File: config.mk
export PLATFORM = sky130hd
export DESIGN_NAME = ysyx_24110006_axi_arbiter
export DESIGN_NICKNAME = d
export VERILOG_FILES = /design/src/rtl/ysyx_24110006_pkg.sv /design/src/rtl/ysyx_24110006_arb_perf_cnt.sv /design/src/rtl/ysyx_24110006_axi_arbiter.sv
export SDC_FILE = /design/constraint.sdc
export NUM_CORES = 1
export LEC_CHECK = 0
export CAP_MARGIN = 20
export CORE_AREA = 3 3 191 193
export DETAILED_ROUTE_END_ITERATION = 7
export DIE_AREA = 0 0 194 196
export PLACE_DENSITY = 0.45
export SLEW_MARGIN = 20
export SYNTH_ARGS = -nofsm -noshare
export SYNTH_HDL_FRONTEND = slang
export SYNTH_HIERARCHICAL = 1
export SYNTH_SLANG_ARGS = --single-unit
File: constraint.sdc
create_clock -name clock -period 2.3 [get_ports clock]
set_input_delay 0.46 -clock clock [delete_from_list [all_inputs] [get_ports clock]]
set_output_delay 0.46 -clock clock [all_outputs]
set_load 0.1 [all_outputs]
File: src/rtl/ysyx_24110006_pkg.sv
// Shared types and AXI constants for the ysyx_24110006 AXI arbiter slice.
package ysyx_24110006_pkg;

    typedef enum logic [1:0] {
        IDLE   = 2'd0,
        RD_IFU = 2'd1,
        RD_LSU = 2'd2,
        WR_LSU = 2'd3
    } arb_state_e;

    typedef enum logic {
        SRC_IFU = 1'b0,
        SRC_LSU = 1'b1
    } rd_src_e;

    localparam logic [1:0] AXI_BURST_INCR = 2'b01;

    localparam logic [1:0] AXI_RESP_OKAY   = 2'b00;
    localparam logic [1:0] AXI_RESP_SLVERR = 2'b10;
    localparam logic [1:0] AXI_RESP_DECERR = 2'b11;

    localparam logic [31:0] PERF_MAX = 32'hFFFF_FFFF;

endpackage

File: src/rtl/ysyx_24110006_arb_perf_cnt.sv
// Saturating 32-bit stall counter with a synchronous load used for presetting.
module ysyx_24110006_arb_perf_cnt
    import ysyx_24110006_pkg::*;
(
    input  logic        clock,
    input  logic        reset,
    input  logic        inc,
    input  logic        load,
    input  logic [31:0] load_val,
    output logic [31:0] count
);

    always_ff @(posedge clock or posedge reset) begin
        if (reset) begin
            count <= '0;
        end else if (load) begin
            count <= load_val;
        end else if (inc && (count != PERF_MAX)) begin
            count <= count + 32'd1;
        end
    end

endmodule

File: src/rtl/ysyx_24110006_axi_arbiter.sv
// Single-outstanding AXI4 arbiter: IFU burst reads and LSU single-beat reads/writes onto one master port.
// Stall counters are built only when YSYX_24110006_ARB_PERF_EN is defined.
module ysyx_24110006_axi_arbiter
    import ysyx_24110006_pkg::*;
#(
    parameter logic [3:0] IFU_ID = 4'd0,
    parameter logic [3:0] LSU_ID = 4'd1
) (
    input  logic        clock,
    input  logic        reset,

    input  logic        ifu_arvalid,
    output logic        ifu_arready,
    input  logic [31:0] ifu_araddr,
    input  logic [7:0]  ifu_arlen,
    input  logic [2:0]  ifu_arsize,
    input  logic [1:0]  ifu_arburst,
    output logic        ifu_rvalid,
    input  logic        ifu_rready,
    output logic [31:0] ifu_rdata,
    output logic [1:0]  ifu_rresp,
    output logic        ifu_rlast,

    input  logic        lsu_arvalid,
    output logic        lsu_arready,
    input  logic [31:0] lsu_araddr,
    input  logic [2:0]  lsu_arsize,
    output logic        lsu_rvalid,
    input  logic        lsu_rready,
    output logic [31:0] lsu_rdata,
    output logic [1:0]  lsu_rresp,
    input  logic        lsu_awvalid,
    output logic        lsu_awready,
    input  logic [31:0] lsu_awaddr,
    input  logic [2:0]  lsu_awsize,
    input  logic        lsu_wvalid,
    output logic        lsu_wready,
    input  logic [31:0] lsu_wdata,
    input  logic [3:0]  lsu_wstrb,
    output logic        lsu_bvalid,
    input  logic        lsu_bready,
    output logic [1:0]  lsu_bresp,

    input  logic        io_master_awready,
    output logic        io_master_awvalid,
    output logic [31:0] io_master_awaddr,
    output logic [3:0]  io_master_awid,
    output logic [7:0]  io_master_awlen,
    output logic [2:0]  io_master_awsize,
    output logic [1:0]  io_master_awburst,
    input  logic        io_master_wready,
    output logic        io_master_wvalid,
    output logic [31:0] io_master_wdata,
    output logic [3:0]  io_master_wstrb,
    output logic        io_master_wlast,
    output logic        io_master_bready,
    input  logic        io_master_bvalid,
    input  logic [1:0]  io_master_bresp,
    input  logic [3:0]  io_master_bid,
    input  logic        io_master_arready,
    output logic        io_master_arvalid,
    output logic [31:0] io_master_araddr,
    output logic [3:0]  io_master_arid,
    output logic [7:0]  io_master_arlen,
    output logic [2:0]  io_master_arsize,
    output logic [1:0]  io_master_arburst,
    output logic        io_master_rready,
    input  logic        io_master_rvalid,
    input  logic [1:0]  io_master_rresp,
    input  logic [31:0] io_master_rdata,
    input  logic        io_master_rlast,
    input  logic [3:0]  io_master_rid,

    output logic [31:0] perf_ifu_wait,
    output logic [31:0] perf_lsu_wait
);

    arb_state_e state, state_nxt;
    rd_src_e    last_rd;
    logic       ar_done, aw_done, w_done;
    logic       b_allowed;
    logic       unused_ids;

    assign unused_ids = ^{io_master_bid, io_master_rid};

    assign ifu_rdata = io_master_rdata;
    assign ifu_rresp = io_master_rresp;
    assign ifu_rlast = io_master_rlast;
    assign lsu_rdata = io_master_rdata;
    assign lsu_rresp = io_master_rresp;
    assign lsu_bresp = io_master_bresp;

    assign io_master_awaddr  = lsu_awaddr;
    assign io_master_awid    = LSU_ID;
    assign io_master_awlen   = '0;
    assign io_master_awsize  = lsu_awsize;
    assign io_master_awburst = AXI_BURST_INCR;
    assign io_master_wdata   = lsu_wdata;
    assign io_master_wstrb   = lsu_wstrb;
    assign io_master_wlast   = (state == WR_LSU);

    assign b_allowed = aw_done && w_done;

    always_ff @(posedge clock or posedge reset) begin
        if (reset) begin
            state <= IDLE;
        end else begin
            state <= state_nxt;
        end
    end

    always_comb begin
        state_nxt         = state;
        io_master_arvalid = 1'b0;
        io_master_araddr  = ifu_araddr;
        io_master_arid    = IFU_ID;
        io_master_arlen   = ifu_arlen;
        io_master_arsize  = ifu_arsize;
        io_master_arburst = ifu_arburst;
        io_master_rready  = 1'b0;
        io_master_awvalid = 1'b0;
        io_master_wvalid  = 1'b0;
        io_master_bready  = 1'b0;
        ifu_arready       = 1'b0;
        ifu_rvalid        = 1'b0;
        lsu_arready       = 1'b0;
        lsu_rvalid        = 1'b0;
        lsu_awready       = 1'b0;
        lsu_wready        = 1'b0;
        lsu_bvalid        = 1'b0;
        case (state)
            IDLE: begin
                // Writes pre-empt reads; ties between reads go to whoever was not served last.
                if (lsu_awvalid) begin
                    state_nxt = WR_LSU;
                end else if (ifu_arvalid && (!lsu_arvalid || last_rd == SRC_LSU)) begin
                    state_nxt = RD_IFU;
                end else if (lsu_arvalid) begin
                    state_nxt = RD_LSU;
                end
            end
            RD_IFU: begin
                io_master_arvalid = ifu_arvalid && !ar_done;
                ifu_arready       = io_master_arready && !ar_done;
                io_master_rready  = ifu_rready;
                ifu_rvalid        = io_master_rvalid;
                if (io_master_rvalid && ifu_rready && io_master_rlast) begin
                    state_nxt = IDLE;
                end
            end
            RD_LSU: begin
                io_master_arvalid = lsu_arvalid && !ar_done;
                io_master_araddr  = lsu_araddr;
                io_master_arid    = LSU_ID;
                io_master_arlen   = '0;
                io_master_arsize  = lsu_arsize;
                io_master_arburst = AXI_BURST_INCR;
                lsu_arready       = io_master_arready && !ar_done;
                io_master_rready  = lsu_rready;
                lsu_rvalid        = io_master_rvalid;
                if (io_master_rvalid && lsu_rready && io_master_rlast) begin
                    state_nxt = IDLE;
                end
            end
            WR_LSU: begin
                io_master_awvalid = lsu_awvalid && !aw_done;
                lsu_awready       = io_master_awready && !aw_done;
                io_master_wvalid  = lsu_wvalid && !w_done;
                lsu_wready        = io_master_wready && !w_done;
                io_master_bready  = lsu_bready && b_allowed;
                lsu_bvalid        = io_master_bvalid && b_allowed;
                if (io_master_bvalid && lsu_bready && b_allowed) begin
                    state_nxt = IDLE;
                end
            end
            default: state_nxt = IDLE;
        endcase
    end

    // Handshake flags are cleared during the mandatory IDLE cycle between transactions.
    always_ff @(posedge clock or posedge reset) begin
        if (reset) begin
            ar_done <= 1'b0;
            aw_done <= 1'b0;
            w_done  <= 1'b0;
            last_rd <= SRC_LSU;
        end else if (state == IDLE) begin
            ar_done <= 1'b0;
            aw_done <= 1'b0;
            w_done  <= 1'b0;
            if (state_nxt == RD_IFU) begin
                last_rd <= SRC_IFU;
            end else if (state_nxt == RD_LSU) begin
                last_rd <= SRC_LSU;
            end
        end else begin
            if (io_master_arvalid && io_master_arready) ar_done <= 1'b1;
            if (io_master_awvalid && io_master_awready) aw_done <= 1'b1;
            if (io_master_wvalid && io_master_wready)   w_done  <= 1'b1;
        end
    end

`ifdef YSYX_24110006_ARB_PERF_EN
    logic ifu_wait, lsu_wait;

    assign ifu_wait = ifu_arvalid && !ifu_arready;
    assign lsu_wait = (lsu_arvalid && !lsu_arready) ||
                      (lsu_awvalid && !lsu_awready) ||
                      (lsu_wvalid  && !lsu_wready);

    ysyx_24110006_arb_perf_cnt u_ifu_perf (
        .clock    (clock),
        .reset    (reset),
        .inc      (ifu_wait),
        .load     (1'b0),
        .load_val ('0),
        .count    (perf_ifu_wait)
    );

    ysyx_24110006_arb_perf_cnt u_lsu_perf (
        .clock    (clock),
        .reset    (reset),
        .inc      (lsu_wait),
        .load     (1'b0),
        .load_val ('0),
        .count    (perf_lsu_wait)
    );
`else
    assign perf_ifu_wait = '0;
    assign perf_lsu_wait = '0;
`endif

endmodule

### After elaboration in Yosys (flattened, before gate mapping)

Index checks and enable logic that the tools add are counted.

| storage, ports and cells | value |
|---|---|
| output and inout bits | 282 |
| bits in registers | 6 |
| logic and storage cells | 73 |
| input bits | 210 |

| cells by class | value |
|---|---|
| mux-type cells | 32 |
| reductions and logical operators | 31 |
| eq/ne operators | 5 |

Operator list:

| cell | count |
|---|---|
| $mux 32 | 1 |
| $logic_and 1x1->1 | 20 |
| $mux 1 | 19 |
| $mux 2 | 7 |
| $mux 8 | 1 |
| $pmux 2 s4 | 1 |
| $reduce_bool 2->1 | 4 |
| $eq 2x2->1 const B | 3 |
| $eq 2x1->1 const B | 2 |
| $logic_not 1->1 | 4 |
| $pmux 1 s2 | 2 |
| $mux 3 | 1 |
| $logic_not 2->1 | 1 |
| $reduce_and 2->1 | 1 |
| $logic_or 1x1->1 | 1 |

### Depth between registers and ports, before layout

| logic depth | value |
|---|---|
| depth after elaboration | 9 |
| mapped depth | 11 |
| gate-level depth less buffers | 10 |

### Worst setup path before layout

Ideal clock, no wire load.

| timing | value |
|---|---|
| path type | register -> output |
| start | reg state[0] |
| end | out io_master_arvalid |
| setup slack | -1983 ps |
| buffers on the path | 1 |
| stages on the path, launching flop included | 6 |
| required time | 1840 ps |
| data arrival time | 3823 ps |
| path through | dfrtp_1 inv_1 ha_1 buf_6 mux2i_1 nor3b_1 |

| on the way | value |
|---|---|
| cells in the longest elaborated chain, start to end | 2 |
| elaborated cells on any way between the ends | 3 |
| classes of those cells | eq/ne: 2; mux: 1 |

RTL lines:

| what | line | source |
|---|---|---|
| from (decl) | ysyx_24110006_axi_arbiter.sv:78 | `arb_state_e state, state_nxt;` |
| from (signal assigned) | ysyx_24110006_axi_arbiter.sv:108 | `state <= state_nxt;` |
| $eq 2x2->1 or $eq 2x1->1 (tied branches) | ysyx_24110006_axi_arbiter.sv:131 | `case (state)` |
| $pmux 1 s2 * | ysyx_24110006_axi_arbiter.sv:131 |  |
| to (decl) | ysyx_24110006_axi_arbiter.sv:61 | `output logic io_master_arvalid,` |

Every way passes the cells marked *; elsewhere a longest branch is shown, timed or not.

### Worst setup path after layout

| timing | value |
|---|---|
| start | reg state[0] |
| end | out io_master_araddr[6] |

| on the way | value |
|---|---|
| cells in the longest elaborated chain, start to end | 2 |

RTL lines:

| what | line | source |
|---|---|---|
| $eq 2x2->1 | ysyx_24110006_axi_arbiter.sv:131 |  |
| $mux 32 | ysyx_24110006_axi_arbiter.sv:131 |  |
| to (decl) | ysyx_24110006_axi_arbiter.sv:62 | `output logic [31:0] io_master_araddr,` |

No other way between the ends.

==> impl_summary.md <==
Worst setup path
The capturing element of the worst setup path is io_master_araddr[6]. The signal on the critical path passes through inv_2, ha_4, buf_16, mux2_2, buf_12. Tracing the worst setup path back leads to its startpoint at state[0]$_DFF_PP0_. The startpoint identified for the worst register-to-register timing path is state[0]$_DFF_PP0_. The internal reg-to-reg setup slack is approximately 0.15 ns. The largest driver fanout on the critical path is 23. For the worst setup path, the data required time is between 1.5 and 2 ns. The type of element capturing the critical path is an output pin.

The start-to-end type of the worst setup path is flop to output pin. At the worst endpoint, the arrival time is 1.77 ns. The stage delay of the slowest cell on the critical path is 0.41 ns.

The cell type of the slowest stage on the worst timing path is dfrtp_2. The cell count of the worst reg-to-reg path is 10. The capture instance of the worst register-to-register path is last_rd$_DFFE_PP1P_. The worst setup path is launched from a flop.

Synth
By area, the combinational part of the netlist is dominated by buffers and inverters. Synthesis inferred 6 register bits. Summing every instance area after synthesis gives 0.002663 mm^2.

After synthesis, the cell types taking the most area are buf_4 (63%), mux2_2 (15%), dfrtp_1 (4.7%), nor2b_1 (3.1%), ha_1 (2.3%). The area share of fa/ha/maj cells after synthesis is 2.350%. In the synthesized netlist, mux cells make up 15.18% of the area. The fraction of the yosys area taken by sequential cells is 5.686%. The fraction of synthesis flops using an asynchronous set or reset pin is 100.0%. The commonest cells after synthesis are buf_4 (224), mux2_2 (35), nor2b_1 (13). The cell accounting for the most synthesized area is buf_4. Summing the areas of all and, or, nand and nor instances in the mapped netlist gives 8.177% of the synthesized area. The synthesized netlist cell count is around 330. The post-synthesis xor/xnor area fraction is 0%. Summing the areas of all compound-gate instances in the mapped netlist gives 3.336% of the synthesized area. The synthesized design contains 0 enable-type register cells.

In the synthesized netlist the dominant register cell turns out to be dfrtp_1. The synthesized area per cell is 8.044 um^2. The Yosys warning count is 6. The top cell type by area accounts for a little over three fifths of the synthesized area. The number of different library cells used by synthesis comes to 28. Yosys instantiated no cell more often than buf_4.

Timing
In the finished design, the share of the clock period the worst path needs comes to a little over nine tenths. The final number of setup-violating endpoints is 0. The final max-slew violation count is 0. Static timing analysis puts the maximum clock frequency at 449.3 MHz. The final number of hold-violating endpoints is 0. Setup repair after global routing left no endpoint under its margin.

The clock period could shrink to 2.226 ns. On the final layout, the worst clock skew is 0.001416 ns. The setup TNS after final layout is 0 ns.

Place
Summing all placed instances gives a cell area of 0.004141 mm^2. The count of buffers added on input and output ports is 154. The placer's final routability congestion estimate is 0.6713. The number of placed instances, taps included, is 797. The wire-length estimate of the detail-placed layout is between 7000 and 8000 um.

Routing
The final routed wire length divided by cell count is around 11 um. The post-route antenna net violation count is 0. The number of search-and-repair iterations in the first detailed-routing pass is 2. The via density per instance is 2.261.

The routed design has 9154 um of wire. The vias after detailed routing is 1820. For this run, design rule violations remaining after detail routing come to 0. The initial detailed-routing violation count is 20.

Clocking
In this run the number of H-tree levels came out at 1. The later pin in the worst-skew pair is clocked with a latency of 0.23 ns. Counting along the longest clock path gives a buffer depth of 2. After clock tree synthesis, the flow added hold-fix buffers numbering 0. The TritonCTS clock tree is yes. The tree is rooted in a clkbuf_16.

The clock transition at the register clock pins on the worst setup and hold paths after CTS is 0.03 ns. Counting every sink on the clock net gives 6. The total CTS buffers is 3.

Die
The die is 194 um wide. The effective utilization at floorplan is 7.670%. The number of rows created at floorplan is 68. The die area is 0.03802 mm^2. The boundary pin count is 492.

The die extent in y is 196 um. The core area is between 0.03 and 0.04 mm^2.

Finish
The core utilization of the finished layout is 12.35%. Of the cells placed in the final design, the portion with a size suffix greater than 1 is 38.57%. After routing the design area is about 0.0043 mm^2.

The filler cells instantiated in the layout total 3973. The final layout contains 566 nets. Once layout is complete, the cells apart from fillers number 805. The number of antenna cells inserted is 0.

From synthesis to final layout, the design area changed by 60.95%.

GRT
The total congestion overflow is 0. The overall track demand over capacity in global routing is 4.330%. The initial antenna violation count is 0. The number of global-route vias before repair is 1852. The first global-routing pass estimated ~12000 um of wire. Entering global routing, the biggest net connects 24 pins.

Hold path
The type of the most critical hold path is flop to flop.

Power and ir drop
The total power is 0.006116 W. For this design the ratio of total power to cell area is 1427 mW/mm^2. VDD sags by at most ~0.88 mV. The leakage power total is 1.730 nW.

Run status
The run finished with clean final reports.

Job
The count of maximum capacitance violations is 0.
## registers in the layout, summed over array words and instances, names as in the netlist
register / cells
last_rd: 1
w_done: 1
aw_done: 1
ar_done: 1
state: 2
## metrics by stage
stage / setup WS [ns] / hold slack, ns
2_1_floorplan: -0.2032 / 0.2502
3_3_place_gp: -0.1454 / 0.5001
3_5_place_dp: -0.1320 / 0.4771
4_1_cts: 0.004063 / 0.4821
5_1_grt: 0.0009170 / 0.4889
6_report: 0.07448 / 0.4607
## repair_timing
item                                    CTS  global route
gates cloned                              1             0
resized for setup                         3             3
setup buffers                             2             1
pin swaps                                 0             1
endpoints found under the setup margin   35            36
## worst min-delay path by stage
stage,cells after the start,startpoint,slack (ns),end
after floorplan,1,reset,0.25,ar_done$_DFFE_PP0P_
after global placement,2,last_rd$_DFFE_PP1P_,0.50,last_rd$_DFFE_PP1P_
after detailed placement,2,last_rd$_DFFE_PP1P_,0.48,last_rd$_DFFE_PP1P_
final,2,last_rd$_DFFE_PP1P_,0.46,last_rd$_DFFE_PP1P_
after CTS,2,last_rd$_DFFE_PP1P_,0.48,last_rd$_DFFE_PP1P_
after global routing,2,last_rd$_DFFE_PP1P_,0.49,last_rd$_DFFE_PP1P_
## kinds of logic after synthesis
family,count (synthesis)
other cells,2
mux,36
fa+ha+maj,5
flops,6
simple gates,34
compound gates,14
buf+inv,234
## placed cells by master (no fill, tap or decap), drive strengths merged, types with 2 or more instances in the layout
| cell | n |
|---|---|
| a21oi | 5 |
| and2 | 2 |
| and3b | 5 |
| and4 | 2 |
| buf | 71 |
| clkbuf | 4 |
| clkdlybuf4s50 | 94 |
| conb | 81 |
| dfrtp | 5 |
| ha | 5 |
| inv | 5 |
| mux2 | 35 |
| nand2 | 2 |
| nand2b | 2 |
| nor2 | 4 |
| nor2b | 13 |
| nor3b | 2 |
| o21ai | 4 |
## critical path: cells and delay by family, from the launching register on
family / cells / cell delay (ns)
adder cells (fa/ha/maj): 1 / 0.23
buffers and inverters: 3 / 0.46
multiplexers: 1 / 0.39
flip-flops: 1 / 0.41
## per-layer routing
layer	routed length, um	vias to the layer above	GRT usage [%]
li1	-	785	-
met2	4523	198	7.449
met5	0	-	0
met1	2464	763	3.718
met4	702	0	3.537
met3	1463	74	2.336
## layout make-up
class	instances	area, um^2	share of cell area [%]
flip-flops and latches	6	152.6	3.562
multi-input cells	170	1201	28.03
repair buffers	165	2265	52.85
well taps	455	569.3	13.28
inverters	5	18.77	0.4380
clock buffers	4	78.83	1.839
## report_power, final
part           internal [W]  switching, W  total (W)  leakage [nW]
registers          0.000159     0.0000400   0.000199        0.0750
clock network      0.000230     0.0000590   0.000289        0.0382
logic               0.00195       0.00367    0.00563          1.62
No activity file was read; power rests on OpenSTA's default activity.
